===== src/rtl/apb_cmd_master.sv =====
// rtl/apb_cmd_master.sv - valid/ready command stream to APB initiator bridge
//
// Purpose: accepts one write/read command at a time from a host-side valid/ready
// stream, runs it as an APB SETUP/ACCESS transfer, and returns read data and
// status on a valid/ready response channel that is held until consumed.
//
// Ports:
//   p_clk_i, p_rst_i                    clock (rising edge), async active-low reset
//   cmd_valid_i/cmd_ready_o             command handshake
//   cmd_we_i, cmd_adr_i, cmd_dat_i      command: 1=write, byte address, write data
//   rsp_valid_o/rsp_ready_i             response handshake
//   rsp_dat_o, rsp_err_o                read data (0 for writes), timeout flag
//   p_sel_o, p_enable_o, p_we_o         APB control
//   p_adr_o, p_dat_o                    APB address / write data (hold when idle)
//   p_dat_i, p_ready_i                  APB read data / ready from responder
//
// Optional feature: define APB_MST_TIMEOUT_EN to abort an ACCESS phase that sees
// no p_ready_i for TIMEOUT_CYCLES cycles; the abort returns rsp_err_o=1, data 0.
// Without the macro the master waits forever and rsp_err_o stays 0.

module apb_cmd_master #(
  parameter int ADDR_W         = 32,
  parameter int DATA_W         = 32,
  parameter int TIMEOUT_CYCLES = 16
) (
  input  logic              p_clk_i,
  input  logic              p_rst_i,
  input  logic              cmd_valid_i,
  output logic              cmd_ready_o,
  input  logic              cmd_we_i,
  input  logic [ADDR_W-1:0] cmd_adr_i,
  input  logic [DATA_W-1:0] cmd_dat_i,
  output logic              rsp_valid_o,
  input  logic              rsp_ready_i,
  output logic [DATA_W-1:0] rsp_dat_o,
  output logic              rsp_err_o,
  output logic              p_sel_o,
  output logic              p_enable_o,
  output logic              p_we_o,
  output logic [ADDR_W-1:0] p_adr_o,
  output logic [DATA_W-1:0] p_dat_o,
  input  logic [DATA_W-1:0] p_dat_i,
  input  logic              p_ready_i
);

  typedef enum logic [1:0] {
    ST_IDLE   = 2'd0,
    ST_SETUP  = 2'd1,
    ST_ACCESS = 2'd2
  } state_t;

  state_t state;
  state_t state_nxt;

  logic we_q;         // direction of the transfer in flight
  logic cmd_fire;     // command handshake this cycle
  logic access_ok;    // ACCESS completes with p_ready_i this cycle
  logic timeout_hit;  // ACCESS is abandoned this cycle

  // Reset gates the ready so nothing is accepted while reset is asserted.
  // A pending response must be consumed (or consumed this cycle) before a new
  // command goes out, which keeps exactly one transfer outstanding.
  assign cmd_ready_o = p_rst_i && (state == ST_IDLE) && (!rsp_valid_o || rsp_ready_i);
  assign cmd_fire    = cmd_valid_i && cmd_ready_o;

`ifdef APB_MST_TIMEOUT_EN
  localparam int CNT_W = $clog2(TIMEOUT_CYCLES + 1);

  logic [CNT_W-1:0] wait_cnt;

  // Counts ACCESS cycles that ended without p_ready_i. The abort fires on the
  // last allowed ACCESS cycle, so ACCESS lasts exactly TIMEOUT_CYCLES cycles.
  always_ff @(posedge p_clk_i or negedge p_rst_i) begin
    if (!p_rst_i) begin
      wait_cnt <= '0;
    end else if (cmd_fire) begin
      wait_cnt <= '0;
    end else if ((state == ST_ACCESS) && !p_ready_i) begin
      wait_cnt <= wait_cnt + CNT_W'(1);
    end
  end

  assign timeout_hit = (state == ST_ACCESS) && !p_ready_i &&
                       (wait_cnt == CNT_W'(TIMEOUT_CYCLES - 1));
`else
  logic unused_timeout_cfg;

  assign unused_timeout_cfg = (TIMEOUT_CYCLES > 0);
  assign timeout_hit        = 1'b0;
`endif

  // State register
  always_ff @(posedge p_clk_i or negedge p_rst_i) begin
    if (!p_rst_i) begin
      state <= ST_IDLE;
    end else begin
      state <= state_nxt;
    end
  end

  // Next-state logic
  always_comb begin
    state_nxt = state;
    case (state)
      ST_IDLE: begin
        if (cmd_fire) begin
          state_nxt = ST_SETUP;
        end
      end
      ST_SETUP: begin
        state_nxt = ST_ACCESS;
      end
      ST_ACCESS: begin
        if (p_ready_i || timeout_hit) begin
          state_nxt = ST_IDLE;
        end
      end
      default: begin
        state_nxt = ST_IDLE;
      end
    endcase
  end

  // Bus outputs decoded from state; p_we_o is forced low on an idle bus.
  always_comb begin
    p_sel_o    = 1'b0;
    p_enable_o = 1'b0;
    p_we_o     = 1'b0;
    access_ok  = 1'b0;
    case (state)
      ST_SETUP: begin
        p_sel_o = 1'b1;
        p_we_o  = we_q;
      end
      ST_ACCESS: begin
        p_sel_o    = 1'b1;
        p_enable_o = 1'b1;
        p_we_o     = we_q;
        access_ok  = p_ready_i;
      end
      default: begin
      end
    endcase
  end

  // Command capture; address and write data keep their last value when idle.
  always_ff @(posedge p_clk_i or negedge p_rst_i) begin
    if (!p_rst_i) begin
      we_q    <= 1'b0;
      p_adr_o <= '0;
      p_dat_o <= '0;
    end else if (cmd_fire) begin
      we_q    <= cmd_we_i;
      p_adr_o <= cmd_adr_i;
      p_dat_o <= cmd_dat_i;
    end
  end

  // Response channel. Loading a new response and consuming the old one can
  // never coincide, because a new command waits for the old response.
  always_ff @(posedge p_clk_i or negedge p_rst_i) begin
    if (!p_rst_i) begin
      rsp_valid_o <= 1'b0;
      rsp_dat_o   <= '0;
      rsp_err_o   <= 1'b0;
    end else if (access_ok) begin
      rsp_valid_o <= 1'b1;
      rsp_dat_o   <= we_q ? '0 : p_dat_i;
      rsp_err_o   <= 1'b0;
    end else if (timeout_hit) begin
      rsp_valid_o <= 1'b1;
      rsp_dat_o   <= '0;
      rsp_err_o   <= 1'b1;
    end else if (rsp_valid_o && rsp_ready_i) begin
      rsp_valid_o <= 1'b0;
      rsp_dat_o   <= '0;
      rsp_err_o   <= 1'b0;
    end
  end

endmodule

===== config.mk =====
export PLATFORM = sky130hd
export DESIGN_NAME = apb_cmd_master
export DESIGN_NICKNAME = d
export VERILOG_FILES = /design/src/rtl/apb_cmd_master.sv
export SDC_FILE = /design/constraint.sdc
export NUM_CORES = 1
export LEC_CHECK = 0
export ABC_AREA = 1
export BUFFER_PORTS_ARGS = -buffer_cell sky130_fd_sc_hd__buf_2
export CAP_MARGIN = 10
export CORE_MARGIN = 2
export CORE_UTILIZATION = 46
export CTS_CLUSTER_SIZE = 8
export DETAILED_ROUTE_END_ITERATION = 8
export GPL_TIMING_DRIVEN = 1
export PLACE_DENSITY = 0.92
export SYNTH_ARGS = -nofsm -noshare
export SYNTH_HDL_FRONTEND = slang
export SYNTH_SLANG_ARGS = --single-unit

===== constraint.sdc =====
create_clock -name p_clk_i -period 2 [get_ports p_clk_i]
set_clock_uncertainty 0.05 [all_clocks]
set_input_delay 0.4 -clock p_clk_i [delete_from_list [all_inputs] [get_ports p_clk_i]]
set_output_delay 0.4 -clock p_clk_i [all_outputs]
set_load 0.01 [all_outputs]

**Word-level counts from Yosys, hierarchy flattened**

Index checks and enable logic that the tools add are counted.

- Equal/unequal tests: 4
- Reduce and logical (&&, ||, !) cells: 10
- Mux-type cells: 13

Operators by type and width:

| cell | count |
|---|---|
| 2-to-1 mux 32 bit | 3 |
| 2-to-1 mux 1 bit | 7 |
| one-hot mux 2 bit (3 select lines) | 1 |
| logical AND 1 bit | 4 |
| 2-to-1 mux 2 bit | 2 |
| inequality test 2 bit, second input constant | 2 |
| == test 2 x 1 -> 1 bit, second input constant | 1 |
| == test 2 bit, second input constant | 1 |
| logical NOT 2 bit | 1 |
| AND reduction 2 bit | 1 |
| nonzero test 2 bit | 1 |
| OR reduction 2 bit | 1 |
| logical NOT 1 bit | 1 |
| logical OR 1 bit | 1 |

- Register bits after elaboration: 101
- Output and inout port bits: 102

**Depth between registers and ports, before layout**

- Depth in word-level cells: 6
- Mapped depth: 10
- Depth with buffers taken out: 9

**Worst setup path before layout**

Ideal clock, no wire load.

- Path type: reg-to-output
- Start: register state[0]
- End: output cmd_ready_o
- Path buffers: 1
- Cell stages (with the launch flop): 6
- Setup slack: 0.528 ns
- Data arrival time: 1.022 ns
- Data required time: 1.550 ns
- Cells stage by stage: dfrtp_1 > inv_1 > ha_1 > nand2_1 > a21oi_2 > buf_2

- Cells in the longest elaborated chain, start to end: 3

RTL lines:

| element | RTL line | RTL |
|---|---|---|
| from (decl) | 52 | `state_t state;` |
| from (signal assigned) | 97 | `state <= state_nxt;` |
| logical NOT 2 bit | 63 | `assign cmd_ready_o = p_rst_i && (state == ST_IDLE) && (!rsp_valid_o \|\| rsp_ready_i);` |
| logical AND 1 bit (2 in series) | 63 |  |
| to (decl) | 29 | `output logic cmd_ready_o,` |

Every way passes these cells.

**Worst setup path after layout**

Ends and elaborated chain as after synthesis.

==> impl_metrics.json <==
{
  "tns_ns": 0,
  "rsz0062_at_grt": "false",
  "end_kind": "primary output",
  "leakagePower_nw": 3.23,
  "gr-total-overflow": 0,
  "vias": 3723,
  "synthAdderAreaFrac_pct": 1.22,
  "floorplan.die_area_um2": 9690,
  "synth_top_family_by_area": "simple AND/OR/NAND/NOR gates",
  "internal-power_w": 0.00496,
  "worst_path_largest_cell_delay_ns": 0.41,
  "finalCriticalPeriod_ns": 1.87,
  "postSynthCellCount": 451,
  "die_h_um": 98.4,
  "fin_ws_ns": 0.132,
  "syn_area_um2": 4100,
  "synth_compound_area_share_pct": 4.12,
  "crit_path_end": "cmd_ready_o",
  "cp_data_arrival_time_ns": 1.42,
  "drive_above_1_share_pct": 35.6,
  "synth-xor-area-share_pct": 0,
  "clock_path_buffers": 2,
  "synth_top_cell_area_share_pct": 61.0,
  "peakVddDrop_mv": 0.707,
  "dpl.hpwl_um": 7370,
  "async_flop_share_pct": 100,
  "ys_top_cells_by_count": "143 x nand2_1, 100 x dfrtp_1, 100 x nand3_1, 38 x inv_1, 30 x o21ai_1",
  "p_comb_share_pct": 39.2,
  "worstMarginPinSlew_ns": 0.520,
  "pwr-share-seq_pct": 42.8,
  "ff_latch_area_um2": 2500,
  "use_met1_pct": 28.1,
  "synthSimpleGateAreaFrac_pct": 25.5,
  "final.period_utilization_pct": 93.4,
  "antenna_left": 0,
  "synth_mux_area_share_pct": 0,
  "rows": 34,
  "start_kind": "flop",
  "max-slew-margin-rel_pct": 65.3,
  "ys.flop_type": "dfrtp_1",
  "preCtsSetupSlack_ns": 0.362,
  "start_util_pct": 47.3,
  "num_antenna_cells": 0,
  "numCtsBuffers": 9,
  "path_delay_family": "flip-flops",
  "clock_latency_ns": 0.34,
  "cts_root_buf": "clkbuf_8",
  "clock_power_share_pct": 18.0,
  "status": "completed",
  "p_sw_w": 0.00300,
  "ys_seq_area_share_pct": 61.0,
  "synth-warning-count": 0,
  "route.detailed.drc": 0,
  "fmax_mhz": 535,
  "cts_tree": "yes",
  "crit_buf_inv": 2,
  "r2r_start": "state[0]$_DFFE_PN0P_",
  "setup_viol": 0,
  "ys_types": 15,
  "power.density_nw_per_um2": 1470,
  "antenna_found_initial": 0,
  "clock_sinks": 100,
  "grt_pass1_vias": 3666,
  "numPortBuffers": 202,
  "critical_path_class": "reg2out",
  "multi_input_area_um2": 1280,
  "cp.depth": 5,
  "drt_iter0_drc": 145,
  "hold_path.class": "in2async",
  "grt.total_usage_pct": 21.7,
  "syn-num-nets": 557,
  "critPathLaunch": "state[0]$_DFFE_PN0P_",
  "drt_wl_total_um": 10500,
  "yosysMostFrequentCell": "nand2_1",
  "path_cells": "inv_1 -> ha_1 -> nand2_1 -> a21oi_4 -> buf_6",
  "crit_fanout": 3,
  "required_ns": 1.55,
  "coreArea_um2": 8680,
  "drv_slew": 0,
  "grt_max_degree": 101,
  "grt_pass1_wl_um": 17200,
  "cap_violations": 0,
  "htree_levels": 3,
  "synth_top_cell_by_area": "dfrtp_1",
  "ys_ff_latch": 100,
  "timing.rr.end": "p_adr_o[25]$_DFFE_PN0P_",
  "synthTopCellsByArea": "dfrtp_1 61%, nand2_1 13%, nand3_1 12%",
  "synth_edf_count": 0,
  "syn_avg_cell_area_um2": 9.09,
  "switching_share_pct": 37.7,
  "grt.busiest_layer": "met2",
  "wl_per_cell_um": 13.9,
  "fp.dieW_um": 98.4,
  "num_io_pins": 204,
  "met3_usage_pct": 6.52,
  "areaGrowthSynthToFinish_pct": 31.8,
  "finalHoldViolations": 0,
  "dr.pass1.iters": 4,
  "r2r_slack_ns": 0.30,
  "gp_congestion": 0.817,
  "grt_use_met2_pct": 35.9,
  "routed_via_density": 4.92,
  "rr_worst_depth": 8,
  "nFillCells": 726,
  "clk_pin_slew_ns": 0.09,
  "nNetsFinal": 749,
  "cp_slowest_cell": "dfrtp_1",
  "final_util_pct": 62.3
}
[repair_timing]
item | 4_1_cts | 5_1_grt
resized for setup | 0 | 1
hold buffers | 0 | 0
setup endpoints to repair | 0 | 1
setup buffers | 0 | 2
[area by class of cell]
class	instances	area share, %
sequential	100	46.3
inverter	38	2.64
multi-input combinational	282	23.7
timing repair buffer	212	20.7
clock buffer	10	2.55
tap	108	2.50
clock inverter	6	1.60
[sequential cells by signal, indices dropped and copies added, names as in the netlist]
| register | cells |
|---|---|
| state | 2 |
| rsp_valid_o | 1 |
| we_q | 1 |
| rsp_dat_o | 32 |
| p_adr_o | 32 |
| p_dat_o | 32 |
[power by group through the flow]
stage          sequential (W)  clock [W]  combinational [W]
6_report              0.00341    0.00143            0.00312
5_1_grt               0.00352    0.00154            0.00349
4_1_cts               0.00341    0.00148            0.00313
3_5_place_dp          0.00344          0            0.00313
3_3_place_gp          0.00341          0            0.00299
2_1_floorplan         0.00385          0            0.00132
[routing by layer]
layer / vias up / wire length (um)
met5: - / 0
met4: 0 / 153
met3: 16 / 866
met2: 150 / 5140
met1: 1745 / 4310
li1: 1812 / -
[per-stage QoR]
step | total power, W | hold slack (ns) | std cells | cell area, um2
2_1_floorplan | 0.00516 | 0.0544 | 451 | 4100
3_3_place_gp | 0.00640 | 0.407 | 738 | 5160
3_5_place_dp | 0.00656 | 0.410 | 738 | 5160
4_1_cts | 0.00803 | 0.0849 | 754 | 5380
5_1_grt | 0.00855 | 0.0762 | 756 | 5410
6_report | 0.00796 | 0.0675 | 756 | 5410
[placed cells by master, fill, tap and decap left out]
cell type   count
a21oi_4         1
buf_12          2
buf_2         200
buf_4           9
buf_6           1
bufinv_16       2
clkbuf_8       10
clkinv_2        2
clkinvlp_4      1
conb_1          1
dfrtp_1       100
ha_1            4
inv_1          38
inv_6           1
nand2_1       143
nand3_1        99
nand3_2         1
o21ai_0         2
o21ai_1        30
or2_4           1
[how the worst min path moves through the flow]
stage | startpoint | endpoint | depth (start not counted)
after floorplan | p_rst_i | p_adr_o[0]$_DFFE_PN0P_ | 0
after global placement | p_adr_o[15]$_DFFE_PN0P_ | p_adr_o[15]$_DFFE_PN0P_ | 2
after detailed placement | p_adr_o[5]$_DFFE_PN0P_ | p_adr_o[5]$_DFFE_PN0P_ | 2
after CTS | p_rst_i | rsp_dat_o[10]$_DFFE_PN0P_ | 2
after global routing | p_rst_i | p_adr_o[12]$_DFFE_PN0P_ | 2
final | p_rst_i | p_adr_o[10]$_DFFE_PN0P_ | 2
[worst register-to-register path: stages, from the launching register on]
cell and delay, ns:
dfrtp_1 0.41, inv_1 0.12, ha_1 0.19, nand2_1 0.10, a21oi_4 0.14, buf_4 0.14
buf_12 0.25, nand3_1 0.16, nand2_1 0.10
[kinds of logic after synthesis]
kind of cell | after synthesis
adders and majority gates | 4
buffers and inverters | 69
other | 1
DFF | 100
and+or+nand+nor | 244
AOI/OAI and AO/OA | 33
No activity file was read; power rests on OpenSTA's default activity.
